$ cat config.mk
export PLATFORM = sky130hd
export DESIGN_NAME = sprite_cmd_dispatcher
export DESIGN_NICKNAME = d
export VERILOG_FILES = /design/src/rtl/sprite_cmd_dispatcher.sv
export SDC_FILE = /design/constraint.sdc
export NUM_CORES = 1
export LEC_CHECK = 0
export ABC_AREA = 1
export CAP_MARGIN = 30
export CORE_MARGIN = 2
export CORE_UTILIZATION = 40
export CTS_BUF_LIST = sky130_fd_sc_hd__clkbuf_8
export DETAILED_ROUTE_END_ITERATION = 7
export SETUP_SLACK_MARGIN = 0.02
export SYNTH_ARGS = -nofsm -noshare
export SYNTH_HDL_FRONTEND = slang
export SYNTH_SLANG_ARGS = --single-unit
$ cat constraint.sdc
create_clock -name clk -period 8.6 [get_ports clk]
set_clock_uncertainty 0.05 [all_clocks]
set_input_delay 1.29 -clock clk [delete_from_list [all_inputs] [get_ports clk]]
set_output_delay 1.29 -clock clk [all_outputs]
set_load 0.1 [all_outputs]
$ cat src/rtl/sprite_cmd_dispatcher.sv
// Buffers sprite commands from the Avalon-MM bridge and broadcasts one word per cycle.
// Buffer-swap (flush) words wait for vertical blanking, with at most one swap per frame.
module sprite_cmd_dispatcher #(
    parameter int         DEPTH       = 16,
    parameter logic [9:0] VBLANK_LINE = 10'd480
) (
    input  logic        clk,
    input  logic        reset,
    input  logic        chipselect,
    input  logic        write,
    input  logic        read,
    input  logic [31:0] avs_writedata,
    output logic [31:0] avs_readdata,
    input  logic [9:0]  vcount,
    output logic [31:0] writedata,
    output logic        fifo_full,
    output logic        swap_pending
);

    localparam int AW = $clog2(DEPTH);
    localparam int CW = AW + 1;
    localparam logic [CW-1:0] DEPTH_C = CW'(DEPTH);

    typedef enum logic {ISSUE, WAIT_VB} state_t;

    logic [31:0]   mem [DEPTH];
    logic [AW-1:0] wr_ptr_q, wr_ptr_d;
    logic [AW-1:0] rd_ptr_q, rd_ptr_d;
    logic [CW-1:0] count_q, count_d;
    state_t        state_q, state_d;
    logic [31:0]   writedata_q, writedata_d;
    logic [31:0]   readdata_q, readdata_d;
    logic          overflow_q, overflow_d;
    logic          swapped_q, swapped_d;
    logic [7:0]    frame_swaps_q, frame_swaps_d;

    logic          wr_req, rd_req, push, pop;
    logic          in_vblank, head_flush;
    logic [31:0]   head;
    logic [4:0]    count5;

    always_comb begin
        wr_req        = chipselect & write;
        rd_req        = chipselect & read;
        in_vblank     = (vcount >= VBLANK_LINE);
        head          = mem[rd_ptr_q];
        head_flush    = (head[20:17] == 4'hF);

        pop           = 1'b0;
        writedata_d   = 32'h0;
        state_d       = state_q;
        swapped_d     = swapped_q;
        frame_swaps_d = frame_swaps_q;

        // Line 0 opens a new frame, re-arming the one-swap-per-frame allowance.
        if (vcount == 10'd0)
            swapped_d = 1'b0;

        case (state_q)
            ISSUE: begin
                if (count_q != '0) begin
                    if (!head_flush) begin
                        pop         = 1'b1;
                        writedata_d = head;
                    end else begin
                        state_d = WAIT_VB;
                    end
                end
            end
            WAIT_VB: begin
                if (in_vblank && !swapped_q) begin
                    pop           = 1'b1;
                    writedata_d   = head;
                    swapped_d     = 1'b1;
                    frame_swaps_d = frame_swaps_q + 8'd1;
                    state_d       = ISSUE;
                end
            end
            default: state_d = ISSUE;
        endcase

        // A pop in the same cycle frees a slot, so a full FIFO can still accept.
        push     = wr_req && ((count_q != DEPTH_C) || pop);
        wr_ptr_d = push ? wr_ptr_q + AW'(1) : wr_ptr_q;
        rd_ptr_d = pop  ? rd_ptr_q + AW'(1) : rd_ptr_q;
        count_d  = count_q + CW'(push) - CW'(pop);

        overflow_d = overflow_q;
        if (rd_req)
            overflow_d = 1'b0;
        if (wr_req && !push)
            overflow_d = 1'b1;

        count5     = 5'(count_q);
        readdata_d = readdata_q;
        if (rd_req)
            readdata_d = {overflow_q, (state_q == WAIT_VB), 6'b0, frame_swaps_q, 11'b0, count5};
    end

    always_ff @(posedge clk) begin
        if (!reset) begin
            wr_ptr_q      <= '0;
            rd_ptr_q      <= '0;
            count_q       <= '0;
            state_q       <= ISSUE;
            writedata_q   <= 32'h0;
            readdata_q    <= 32'h0;
            overflow_q    <= 1'b0;
            swapped_q     <= 1'b0;
            frame_swaps_q <= 8'd0;
        end else begin
            wr_ptr_q      <= wr_ptr_d;
            rd_ptr_q      <= rd_ptr_d;
            count_q       <= count_d;
            state_q       <= state_d;
            writedata_q   <= writedata_d;
            readdata_q    <= readdata_d;
            overflow_q    <= overflow_d;
            swapped_q     <= swapped_d;
            frame_swaps_q <= frame_swaps_d;
        end
    end

    always_ff @(posedge clk) begin
        if (reset && push)
            mem[wr_ptr_q] <= avs_writedata;
    end

    assign writedata    = writedata_q;
    assign avs_readdata = readdata_q;
    assign fifo_full    = (count_q == DEPTH_C);
    assign swap_pending = (state_q == WAIT_VB);

endmodule
==> summary.json, run 1 <==
{
  "worst_setup_path": {
    "timing.critical_path.from_type": "register",
    "cp.arrival_ns": 5.12,
    "critical_path_peak_fanout": 98,
    "cell_by_cell_listing_of_the_critical_path": "inv_6 -> buf_4 -> nand2_1 -> nand3_1 -> nand3_1 -> nand3_1 -> nand2_1 -> nand2_1 -> o21ai_4 -> nand3_4 -> nand2_2 -> inv_2 -> nand2_2 -> nor2_4 -> buf_4",
    "cp_data_required_time_ns": 8.87,
    "r2r_setup_slack_ns": 3.74,
    "capturing_element_type_of_the_critical_path": "register",
    "buffers_plus_inverters_on_the_worst_setup_path": 4,
    "crit_slowest_cell": "sky130_fd_sc_hd__buf_4",
    "family_with_the_most_delay_on_the_worst_path": "buffers and inverters",
    "reg2reg_to": "mem[8][28]$_DFFE_PP_",
    "cp_slowest_stage_delay_ns": 0.82,
    "timing.setup.critical_path_class": "reg2reg",
    "ff2ff_path_depth": 15
  },
  "yosys": {
    "synth-edff-count": 512,
    "synth-async-reset-ratio_pct": 0,
    "post_synth_num_cell_types": 37,
    "post-synth-top-area-cell": "sky130_fd_sc_hd__edfxtp_1",
    "synth-warning-count": 0,
    "register_area_share_after_synthesis_pct": 73.68,
    "synth_top_area_share_pct": 67.12,
    "synth_flop_cell": "sky130_fd_sc_hd__edfxtp_1",
    "syn_inst": 1877,
    "synthesis.area_um2": 22910,
    "total_of_flip_flops_plus_latches_after_synthesis": 587,
    "synthTopCellsByArea": "sky130_fd_sc_hd__edfxtp_1 67%, sky130_fd_sc_hd__dfxtp_1 6.6%, sky130_fd_sc_hd__o21ai_0 5.5%, sky130_fd_sc_hd__nor2_1 4.9%, sky130_fd_sc_hd__nand2_1 4.1%",
    "avgSynthCellArea_um2": 12.20
  },
  "die": {
    "floorplan.die_area_um2": 59190,
    "dieWidth_um": 243.3,
    "rows": 87,
    "boundaryPins": 113,
    "floorplan.initialDensity_pct": 40.54,
    "fp.coreArea_um2": 56500,
    "fp.dieH_um": 243.3
  },
  "placement": {
    "dpl.hpwl_um": 29970,
    "place.gp.congestion": 0.8138,
    "port_buffers": 95
  },
  "timing": {
    "finalCritPeriodShare_pct": 56.49,
    "finalWorstPathRequiredPeriod_ns": 4.858,
    "fin_worst_hold_slack_ns": 0.4164,
    "setup_tns_ns": 0,
    "final_report_max_slew_violation_count": 0,
    "worst_pin_slew_ns": 1.027,
    "setup_viol_count_final": 0,
    "grt_setup_unrepaired": "false",
    "fmaxAchievable_ghz": 0.2059,
    "hold_violations": 0,
    "timing.slew.headroom_pct": 31.35
  },
  "run": {
    "maxCapViolations": 0
  },
  "power_and_ir_drop": {
    "ir_drop_uv": 235.4,
    "power.internal_mw": 5.012,
    "leakage_nw": 9.109,
    "register_share_of_total_power_pct": 41.5,
    "clock_power_share_pct": 27.3,
    "pwr_density_cell_nw_per_um2": 304.8,
    "p_total_mw": 8.056,
    "power.share.combinational_pct": 31.2,
    "netSwitchingPower_mw": 3.044,
    "netSwitchingFraction_pct": 37.79
  },
  "clock_tree": {
    "worst_setup_hold_path_clk_slew_ns": 0.06,
    "tritoncts_clock_tree": "built",
    "cts_hold_repair.buffers": 0,
    "cts.repair.resized": 0,
    "clkLatencyLatePin_ns": 0.68,
    "post-cts-setup-buffer-count": 0,
    "clkSinkCount": 587,
    "cts_max_level": 3,
    "cts_max_path_buffers": 3,
    "clock-root-buffer": "sky130_fd_sc_hd__clkbuf_8",
    "number_of_buffers_inserted_during_clock_tree_synthesis": 96
  },
  "global_routing": {
    "gr-usage-all-layers_pct": 18.61,
    "antenna_found_initial": 2,
    "grt_max_degree": 99,
    "grt_pass1_wl_um": 85050,
    "grt-ovfl-total": 0,
    "via_count_of_the_first_global_routing_pass": 14680
  },
  "layout": {
    "layout-drive-gt1-share_pct": 8.844,
    "areaGrowthSynthToFinish_pct": 15.40,
    "filler_cell_count": 5046,
    "final_common_cell": "sky130_fd_sc_hd__edfxtp_1",
    "multiInputGateArea_um2": 5331,
    "most-common-layout-cells": "512 x sky130_fd_sc_hd__edfxtp_1, 284 x sky130_fd_sc_hd__nor2_1, 252 x sky130_fd_sc_hd__o21ai_0",
    "insertedDiodeCount": 0,
    "regArea_um2": 16890,
    "nets": 2044
  },
  "drt": {
    "routed_wire_length_per_instance_um": 19.68,
    "detailroute.via_count": 14820,
    "detail_route.vias_per_cell": 5.267,
    "antenna_left": 0,
    "detailedRoute.firstPassIterationCount": 5,
    "post-route-drc-count": 0,
    "route.final.wire_length_um": 55390,
    "detailedRoute.firstIterationViolations": 1223
  },
  "hold_path": {
    "min_path_type": "reg2reg",
    "endpoint_of_the_worst_hold_timing_path": "overflow_q$_SDFFE_PN0P_",
    "hold_start": "overflow_q$_SDFFE_PN0P_",
    "worst_hold_path.num_cells": 2
  },
  "run_status": {
    "run_status": "finished, final reports clean"
  }
}
[through the flow]
step / std cells / setup slack (ns) / utilization [%] / instance area [um^2]
finish: 2814 / 3.742 / 46.79 / 26430
global route: 2814 / 3.349 / 46.79 / 26430
CTS: 2813 / 3.728 / 46.74 / 26410
detailed placement: 2641 / 3.754 / 43.67 / 24670
global placement: 2634 / 3.800 / 43.36 / 24500
floorplan: 1893 / 4.525 / - / 22970
[synth_stat cells (2+ instances only)]
cell	instances
sky130_fd_sc_hd__a211oi_1	2
sky130_fd_sc_hd__a21oi_1	31
sky130_fd_sc_hd__buf_1	6
sky130_fd_sc_hd__buf_2	10
sky130_fd_sc_hd__buf_4	20
sky130_fd_sc_hd__buf_6	10
sky130_fd_sc_hd__clkbuf_1	84
sky130_fd_sc_hd__clkinv_1	2
sky130_fd_sc_hd__dfxtp_1	75
sky130_fd_sc_hd__edfxtp_1	512
sky130_fd_sc_hd__ha_1	12
sky130_fd_sc_hd__inv_1	53
sky130_fd_sc_hd__inv_2	4
sky130_fd_sc_hd__nand2_1	249
sky130_fd_sc_hd__nand2_2	7
sky130_fd_sc_hd__nand2_4	2
sky130_fd_sc_hd__nand3_1	109
sky130_fd_sc_hd__nor2_1	300
sky130_fd_sc_hd__nor3_1	4
sky130_fd_sc_hd__nor4_1	2
sky130_fd_sc_hd__o21a_1	2
sky130_fd_sc_hd__o21ai_0	252
sky130_fd_sc_hd__o21ai_1	2
sky130_fd_sc_hd__o22ai_1	112
sky130_fd_sc_hd__xor2_1	3
[worst max-delay path by stage]
stage / from / end / cells after the start
2_1_floorplan: vcount[5] / mem[0][0]$_DFFE_PP_ / 8
3_3_place_gp: register / mem[9][27]$_DFFE_PP_ / 14
3_5_place_dp: register / mem[8][9]$_DFFE_PP_ / 15
4_1_cts: register / mem[8][27]$_DFFE_PP_ / 15
5_1_grt: register / count5[4]$_SDFF_PN0_ / 20
6_report: register / mem[8][28]$_DFFE_PP_ / 15
[routing by layer]
metal | part of all wire, % | wire length (um) | GRT usage, % | vias to the layer above
met5 | 0.023 | 13 | 0 | -
met4 | 2.0 | 1124 | 5.540 | 2
met3 | 6.9 | 3820 | 4.329 | 96
met2 | 47 | 26240 | 30.13 | 529
met1 | 44 | 24190 | 25.01 | 7292
li1 | - | - | - | 6901
[kinds of logic (layout without fill, tap and decap cells)]
logic type                 Yosys count  after routing  share of synthesized area (%)
AOI/OAI and AO/OA                  403            403                          9.526
xor gates and xnor gates             4              4                         0.1530
adders and majority gates           13             13                         0.7429
buffers and inverters              190            355                          3.835
DFF                                587            587                          73.68
other                                1             17                        0.01637
and+or+nand+nor                    679            679                          12.05
[area by class of cell]
type / instances / area share (%)
timing repair buffer: 123 / 4.942
tap: 756 / 3.578
clock buffer: 99 / 5.155
sequential: 587 / 63.88
clock inverter: 73 / 1.401
inverter: 60 / 0.8757
multi-input combinational: 1116 / 20.17
[registers in the layout, indices dropped and copies added (netlist names), named ones only]
register / count
count5: 5
wr_ptr_q: 4
avs_readdata: 15
frame_swaps_q: 8
swap_pending: 1
swapped_q: 1
overflow_q: 1
mem: 512
writedata: 32
rd_ptr_q: 4
[worst min-delay path, cell delays in order (launching register included)]
cell and delay (ns):
sky130_fd_sc_hd__dfxtp_1 0.31, sky130_fd_sc_hd__nand2_1 0.06, sky130_fd_sc_hd__a21oi_1 0.05
[power by group through the flow]
stage / Sequential [mW] / Clock, mW / Combinational (mW)
5_1_grt: 3.36 / 2.39 / 2.73
3_3_place_gp: 3.40 / 0 / 2.49
4_1_cts: 3.34 / 2.26 / 2.52
3_5_place_dp: 3.40 / 0 / 2.51
2_1_floorplan: 3.93 / 0 / 1.36
6_report: 3.34 / 2.20 / 2.51
(Power assumes the default switching activity.)
==> run 2: changes to the inputs <==
clock period = 4.15 ns   (was 8.6 ns; I/O delays follow)
==> summary.json, run 2 (synthesis gave the netlist of run 1 again) <==
{
  "worst_setup_path": {
    "capturing_element_type_of_the_critical_path": "register",
    "cp.arrival": {"value": 4.14, "unit": "ns", "change": "-0.98 ns"},
    "critical-path-top-cell-by-count": "sky130_fd_sc_hd__nand2_1",
    "crit_slowest_cell": "sky130_fd_sc_hd__dfxtp_4",
    "timing.setup.critical_path_class": "reg2reg",
    "cp_slowest_stage_delay": {"value": 0.58, "unit": "ns", "change": "-0.24 ns"},
    "cell_by_cell_listing_of_the_critical_path": "buf_4 -> nand2_1 -> nand2_1 -> nand2_1 -> nand3_1 -> nand3_1 -> nand2_1 -> nand2_1 -> o21ai_4 -> nand2_4 -> ha_1 -> inv_1 -> ha_1 -> inv_1 -> fa_1 -> nor3_1 -> a211oi_1 -> o21ai_0 -> a21oi_1",
    "cp_data_required_time": {"value": 4.64, "unit": "ns", "change": "-4.23 ns"},
    "timing.critical_path.from_type": "register",
    "reg2reg_to": "count5[4]$_SDFF_PN0_",
    "ff2ff_path_depth": {"value": 19, "change": "+4"},
    "critical_path_peak_fanout": {"value": 31, "change": "-68%"},
    "r2r_setup_slack": {"value": 0.50, "unit": "ns", "change": "-3.25 ns"}
  },
  "global_routing": {
    "antenna_found_initial": {"value": 2, "change": "unchanged"},
    "grt_max_degree": {"value": 103, "change": "+4.0%"},
    "grt-ovfl-total": {"value": 0, "change": "unchanged"},
    "grt_pass1_wl": {"value": 86460, "unit": "um", "change": "+1.7%"},
    "via_count_of_the_first_global_routing_pass": {"value": 14990, "change": "+2.1%"},
    "gr-usage-all-layers": {"value": 18.90, "unit": "%", "change": "+0.29 points"}
  },
  "layout": {
    "largest_register_ffs": {"value": 512, "change": "unchanged"},
    "final_common_cell": "sky130_fd_sc_hd__edfxtp_1",
    "nets": {"value": 2064, "change": "+0.98%"},
    "top_register": "mem",
    "utilization": {"value": 47.27, "unit": "%", "change": "+0.48 points"},
    "layout-drive-gt1-share": {"value": 10.45, "unit": "%", "change": "+1.6 points"},
    "filler_cell_count": {"value": 5020, "change": "-0.52%"},
    "most-common-layout-cells": "512 x sky130_fd_sc_hd__edfxtp_1, 284 x sky130_fd_sc_hd__nor2_1, 252 x sky130_fd_sc_hd__o21ai_0",
    "areaGrowthSynthToFinish_pct": 16.58,
    "finish.cell_count_without_fillers": {"value": 2843, "change": "+1.0%"}
  },
  "clock_tree": {
    "clock-root-buffer": "sky130_fd_sc_hd__clkbuf_8",
    "cts_hold_repair.buffers": {"value": 0, "change": "unchanged"},
    "clkLatencyLatePin": {"value": 0.67, "unit": "ns", "change": "about the same"},
    "clkSinkCount": {"value": 587, "change": "unchanged"},
    "number_of_buffers_inserted_during_clock_tree_synthesis": {"value": 94, "change": "-2.1%"},
    "post-cts-setup-buffer-count": {"value": 0, "change": "unchanged"},
    "cts.repair.resized": {"value": 0, "change": "unchanged"},
    "tritoncts_clock_tree": "built",
    "cts_max_path_buffers": {"value": 3, "change": "unchanged"},
    "cts_max_level": {"value": 3, "change": "unchanged"},
    "worst_setup_hold_path_clk_slew": {"value": 0.06, "unit": "ns", "change": "about the same"}
  },
  "die": {
    "floorplan.die_area": {"value": 59190, "unit": "um^2", "change": "unchanged"},
    "boundaryPins": {"value": 113, "change": "unchanged"},
    "rows": {"value": 87, "change": "unchanged"},
    "floorplan.initialDensity": {"value": 40.54, "unit": "%", "change": "unchanged"},
    "dieWidth": {"value": 243.3, "unit": "um", "change": "unchanged"},
    "fp.coreArea": {"value": 56500, "unit": "um^2", "change": "unchanged"},
    "fp.dieH": {"value": 243.3, "unit": "um", "change": "unchanged"}
  },
  "timing": {
    "finalCritPeriodShare": {"value": 88.05, "unit": "%", "change": "+32 points"},
    "finalWorstPathRequiredPeriod": {"value": 3.654, "unit": "ns", "change": "-1.204 ns"},
    "fmaxAchievable": {"value": 0.2737, "unit": "GHz", "change": "+33%"},
    "worst_pin_slew": {"value": 1.003, "unit": "ns", "change": "-0.02400 ns"},
    "grt_setup_unrepaired": "false",
    "timing.slew.headroom": {"value": 32.96, "unit": "%", "change": "+1.6 points"},
    "setup_viol_count_final": {"value": 0, "change": "unchanged"},
    "hold_violations": {"value": 0, "change": "unchanged"},
    "setup_tns": {"value": 0, "unit": "ns", "change": "unchanged"},
    "final_report_max_slew_violation_count": {"value": 0, "change": "unchanged"},
    "setup_ws": {"value": 0.4957, "unit": "ns", "change": "-3.246 ns"}
  },
  "run_status": {
    "run_status": "finished, final reports clean"
  },
  "placement": {
    "dpl.hpwl": {"value": 30400, "unit": "um", "change": "+1.4%"},
    "place.gp.congestion": {"value": 0.7711, "change": "-5.2%"},
    "post-place-cells": {"value": 2664, "change": "+0.87%"},
    "dp_worst_setup_slack": {"value": 0.5407, "unit": "ns", "change": "-3.213 ns"},
    "port_buffers": {"value": 95, "change": "unchanged"}
  },
  "power_and_ir_drop": {
    "ir_drop": {"value": 433.5, "unit": "uV", "change": "+84%"},
    "pwr_density_cell": {"value": 636.3, "unit": "nW/um^2", "change": "+110%"},
    "leakage": {"value": 9.265, "unit": "nW", "change": "+1.7%"}
  },
  "drt": {
    "route.final.wire_length": {"value": 55970, "unit": "um", "change": "+1.1%"},
    "detailroute.via_count": {"value": 14910, "change": "+0.58%"},
    "detailedRoute.firstIterationViolations": {"value": 1431, "change": "+17%"},
    "detailedRoute.firstPassIterationCount": {"value": 5, "change": "unchanged"},
    "antenna_left": {"value": 0, "change": "unchanged"},
    "detail_route.vias_per_cell": {"value": 5.243, "change": "-0.45%"},
    "post-route-drc-count": {"value": 0, "change": "unchanged"},
    "routed_wire_length_per_instance": {"value": 19.69, "unit": "um", "change": "about the same"}
  },
  "hold_path": {
    "hold_start": "overflow_q$_SDFFE_PN0P_",
    "endpoint_of_the_worst_hold_timing_path": "overflow_q$_SDFFE_PN0P_",
    "min_path_type": "reg2reg",
    "worst_hold_path.num_cells": {"value": 2, "change": "unchanged"}
  },
  "run": {
    "maxCapViolations": {"value": 0, "change": "unchanged"}
  }
}
## run 2: cell count changes in the layout (fill, tap and decap cells not counted), sizes merged
cell and change:
inv -6, buf +22, clkbuf +8, clkinv +3, clkinvlp +1, diode +1
## run 2: critical path: cells and delay by family (launching register included)
kind,cells,cell delay (ns)
AND/OR/NAND/NOR,9,1.02
adder cells (fa/ha/maj),3,0.87
flip-flops,1,0.58
AO/OA/AOI/OAI,4,0.52
buffers and inverters,3,0.47
## run 2: power breakdown
part	total (mW)	switching [mW]	internal, mW
Clock	4.76	2.27	2.49
Combinational	5.42	3.96	1.45
Sequential	6.81	0.141	6.67
## run 2: metrics by stage
stage | area, um^2 | hold WS [ns] | power, mW
final | 26700 | 0.4196 | 16.99
after floorplan | 22970 | 0.3894 | 10.95
after detailed placement | 24870 | 0.4141 | 12.35
after global placement | 24790 | 0.4128 | 12.20
after CTS | 26700 | 0.4232 | 17.12
after global routing | 26700 | 0.4552 | 17.87
## run 2: final cells by class
class / count / area [um^2] / share of cell area [%]
clock inverters: 71 / 360.3 / 1.349
inverters: 60 / 231.5 / 0.8668
flip-flops and latches: 587 / 16890 / 63.23
multi-input cells: 1116 / 5331 / 19.96
clock buffers: 107 / 1473 / 5.515
repair buffers: 145 / 1474 / 5.519
diodes: 1 / 2.502 / 0.009371
well taps: 756 / 945.9 / 3.542
## run 2: how the worst max path moves through the flow
stage,depth (start not counted),endpoint,slack [ns]
floorplan,6,mem[0][0]$_DFFE_PP_,0.58
global placement,19,count5[4]$_SDFF_PN0_,0.61
detailed placement,19,count5[4]$_SDFF_PN0_,0.54
CTS,19,count5[4]$_SDFF_PN0_,0.52
global route,19,count5[4]$_SDFF_PN0_,0.23
finish,19,count5[4]$_SDFF_PN0_,0.50
## run 2: routing by layer
metal	GRT usage (%)	up-vias	part of all wire (%)
met3	3.756	103	6.9
met4	7.578	2	2.7
met5	0	-	0.023
li1	-	6945	-
met2	29.76	540	46
met1	25.77	7316	44
==> run 3: changes to the inputs <==
CORE_MARGIN = not set   (was 2)
==> summary.json, run 3 (synthesis gave the netlist of run 1 again) <==
{
  "power_and_ir_drop": {
    "register_share_of_total_power": {"value": 40.1, "unit": "%", "change": "about the same"},
    "power.internal": {"value": 10.74, "unit": "mW", "change": "+1.2%"},
    "leakage": {"value": 9.276, "unit": "nW", "change": "+0.12%"},
    "pwr_density_cell": {"value": 638.7, "unit": "nW/um^2", "change": "+0.38%"},
    "ir_drop": {"value": 516.0, "unit": "uV", "change": "+19%"},
    "netSwitchingPower": {"value": 6.294, "unit": "mW", "change": "-1.3%"},
    "clock_power_share": {"value": 28.8, "unit": "%", "change": "+0.8 points"},
    "netSwitchingFraction": {"value": 36.95, "unit": "%", "change": "-0.58 points"},
    "power.share.combinational": {"value": 31.1, "unit": "%", "change": "-0.8 points"}
  },
  "timing": {
    "hold_violations": {"value": 0, "change": "unchanged"},
    "finalCritPeriodShare": {"value": 88.19, "unit": "%", "change": "+0.14 points"},
    "final_report_max_slew_violation_count": {"value": 0, "change": "unchanged"},
    "finalWorstPathRequiredPeriod": {"value": 3.660, "unit": "ns", "change": "+0.005701 ns"},
    "fmaxAchievable": {"value": 0.2732, "unit": "GHz", "change": "-0.16%"},
    "setup_viol_count_final": {"value": 0, "change": "unchanged"},
    "fin_worst_hold_slack": {"value": 0.4225, "unit": "ns", "change": "+0.002961 ns"},
    "setup_ws": {"value": 0.4900, "unit": "ns", "change": "-0.005701 ns"},
    "timing.slew.headroom": {"value": 33.45, "unit": "%", "change": "+0.49 points"},
    "worst_pin_slew": {"value": 0.9952, "unit": "ns", "change": "-0.007336 ns"},
    "grt_setup_unrepaired": "false",
    "setup_tns": {"value": 0, "unit": "ns", "change": "unchanged"}
  },
  "worst_setup_path": {
    "cp_slowest_stage_delay": {"value": 1.24, "unit": "ns", "change": "+0.66 ns"},
    "timing.setup.critical_path_class": "reg2out",
    "cell_by_cell_listing_of_the_critical_path": "inv_1 -> ha_1 -> nand3_1 -> nor2_1 -> clkdlybuf4s50_1",
    "cp_data_required_time": {"value": 3.48, "unit": "ns", "change": "-1.16 ns"},
    "buffers_plus_inverters_on_the_worst_setup_path": {"value": 2, "change": "-1"},
    "critical_path_peak_fanout": {"value": 3, "change": "-90%"},
    "cp.arrival": {"value": 2.99, "unit": "ns", "change": "-1.15 ns"},
    "family_with_the_most_delay_on_the_worst_path": "buffers and inverters",
    "capturing_element_type_of_the_critical_path": "primary output",
    "crit_slowest_cell": "sky130_fd_sc_hd__clkdlybuf4s50_1",
    "timing.critical_path.from_type": "register"
  },
  "placement": {
    "place.gp.congestion": {"value": 0.8022, "change": "+4.0%"},
    "dpl.hpwl": {"value": 28700, "unit": "um", "change": "-5.6%"},
    "port_buffers": {"value": 95, "change": "unchanged"},
    "placed_area": {"value": 24710, "unit": "um^2", "change": "-0.65%"},
    "dp_worst_setup_slack": {"value": 0.4855, "unit": "ns", "change": "-0.05513 ns"}
  },
  "layout": {
    "final_common_cell": "sky130_fd_sc_hd__edfxtp_1",
    "insertedDiodeCount": {"value": 0, "change": "-1"},
    "top_register": "mem",
    "areaGrowthSynthToFinish_pct": 16.44,
    "multiInputGateArea": {"value": 5331, "unit": "um^2", "change": "unchanged"},
    "finish.instance_area": {"value": 26670, "unit": "um^2", "change": "-0.13%"},
    "nets": {"value": 2056, "change": "-0.39%"},
    "largest_register_ffs": {"value": 512, "change": "unchanged"},
    "filler_cell_count": {"value": 4969, "change": "-1.0%"},
    "layout-drive-gt1-share": {"value": 9.918, "unit": "%", "change": "-0.53 points"},
    "regArea": {"value": 16890, "unit": "um^2", "change": "unchanged"},
    "most-common-layout-cells": "512 x sky130_fd_sc_hd__edfxtp_1, 284 x sky130_fd_sc_hd__nor2_1, 252 x sky130_fd_sc_hd__o21ai_0"
  },
  "drt": {
    "post-route-drc-count": {"value": 0, "change": "unchanged"},
    "antenna_left": {"value": 0, "change": "unchanged"},
    "detail_route.vias_per_cell": {"value": 5.222, "change": "-0.41%"},
    "detailedRoute.firstPassIterationCount": {"value": 6, "change": "+1"},
    "detailedRoute.firstIterationViolations": {"value": 1094, "change": "-24%"},
    "detailroute.via_count": {"value": 14790, "change": "-0.76%"},
    "routed_wire_length_per_instance": {"value": 19.40, "unit": "um", "change": "-1.5%"},
    "route.final.wire_length": {"value": 54950, "unit": "um", "change": "-1.8%"}
  },
  "global_routing": {
    "grt_max_degree": {"value": 209, "change": "+100%"},
    "grt_pass1_wl": {"value": 83820, "unit": "um", "change": "-3.1%"},
    "antenna_found_initial": {"value": 0, "change": "-2"},
    "gr-usage-all-layers": {"value": 19.07, "unit": "%", "change": "+0.17 points"},
    "via_count_of_the_first_global_routing_pass": {"value": 14510, "change": "-3.2%"},
    "grt-ovfl-total": {"value": 0, "change": "unchanged"}
  },
  "run_status": {
    "run_status": "finished, final reports clean"
  },
  "hold_path": {
    "min_path_type": "reg2reg"
  },
  "run": {
    "maxCapViolations": {"value": 0, "change": "unchanged"}
  },
  "clock_tree": {
    "number_of_buffers_inserted_during_clock_tree_synthesis": {"value": 96, "change": "+2.1%"},
    "cts_max_level": {"value": 3, "change": "unchanged"},
    "worst_setup_hold_path_clk_slew": {"value": 0.06, "unit": "ns", "change": "about the same"},
    "cts.repair.resized": {"value": 0, "change": "unchanged"},
    "tritoncts_clock_tree": "built",
    "clock-root-buffer": "sky130_fd_sc_hd__clkbuf_8",
    "cts_hold_repair.buffers": {"value": 0, "change": "unchanged"},
    "post-cts-setup-buffer-count": {"value": 0, "change": "unchanged"},
    "cts_max_path_buffers": {"value": 3, "change": "unchanged"},
    "clkLatencyLatePin": {"value": 0.70, "unit": "ns", "change": "+0.03 ns"},
    "clkSinkCount": {"value": 587, "change": "unchanged"}
  },
  "die": {
    "dieWidth": {"value": 241.3, "unit": "um", "change": "-0.82%"},
    "floorplan.die_area": {"value": 58230, "unit": "um^2", "change": "-1.6%"},
    "boundaryPins": {"value": 113, "change": "unchanged"},
    "fp.coreArea": {"value": 56500, "unit": "um^2", "change": "unchanged"},
    "rows": {"value": 87, "change": "unchanged"},
    "floorplan.initialDensity": {"value": 40.54, "unit": "%", "change": "unchanged"},
    "fp.dieH": {"value": 241.3, "unit": "um", "change": "-0.82%"}
  }
}
## run 3: worst reg2reg max path: stages, from the launching register on
cell	delay (ns)
sky130_fd_sc_hd__dfxtp_4	0.44
sky130_fd_sc_hd__clkinv_2	0.44
sky130_fd_sc_hd__nor2_1	0.24
sky130_fd_sc_hd__o21ai_1	0.08
sky130_fd_sc_hd__nand3_1	0.08
sky130_fd_sc_hd__nand3_1	0.11
sky130_fd_sc_hd__nand2_1	0.11
sky130_fd_sc_hd__nand2_1	0.14
sky130_fd_sc_hd__o21ai_4	0.23
sky130_fd_sc_hd__nand2_4	0.13
sky130_fd_sc_hd__ha_1	0.29
sky130_fd_sc_hd__inv_1	0.06
sky130_fd_sc_hd__ha_1	0.16
sky130_fd_sc_hd__inv_1	0.06
sky130_fd_sc_hd__fa_1	0.43
sky130_fd_sc_hd__nor3_1	0.19
sky130_fd_sc_hd__a211oi_1	0.08
sky130_fd_sc_hd__o21ai_0	0.16
sky130_fd_sc_hd__a21oi_1	0.06
## run 3: area by class of cell
class	instances	area share (%)
clock buffers	112	5.780
clock inverters	67	1.379
inverters	60	0.8679
multi-input cells	1116	19.99
flip-flops and latches	587	63.31
well taps	756	3.547
repair buffers	135	5.123
## run 3: path summary, 6_finish.rpt
kind	startpoint	to	slack, ns	depth (start not counted)
max reg2reg	register	count5[4]$_SDFF_PN0_	0.49	18
max	count5[3]$_SDFF_PN0_	fifo_full	0.49	5
min reg2reg	overflow_q$_SDFFE_PN0P_	overflow_q$_SDFFE_PN0P_	0.42	2
min	overflow_q$_SDFFE_PN0P_	overflow_q$_SDFFE_PN0P_	0.42	2
## run 3: through the flow
stage | cells | power [mW] | util (%)
after floorplan | 1893 | 10.95 | -
after global placement | 2652 | 12.12 | 43.73
after detailed placement | 2652 | 12.19 | 43.73
after CTS | 2831 | 17.10 | 47.11
after global routing | 2833 | 17.93 | 47.21
final | 2833 | 17.03 | 47.21
## run 3: power groups by stage
stage          logic [mW]  registers, mW  clock network [mW]
5_1_grt              5.81           6.85                5.26
3_5_place_dp         5.24           6.95                   0
4_1_cts              5.26           6.83                5.02
2_1_floorplan        2.81           8.13                   0
3_3_place_gp         5.18           6.94                   0
6_report             5.30           6.82                4.91
## run 3: metal layers
layer  track usage [%]  vias up  share of wire (%)
li1                  -     6918                  -
met1             25.64     7329                 45
met2             30.82      457                 47
met3             3.567       89                6.2
met4             7.020        0                2.3
met5                 0        -                  0
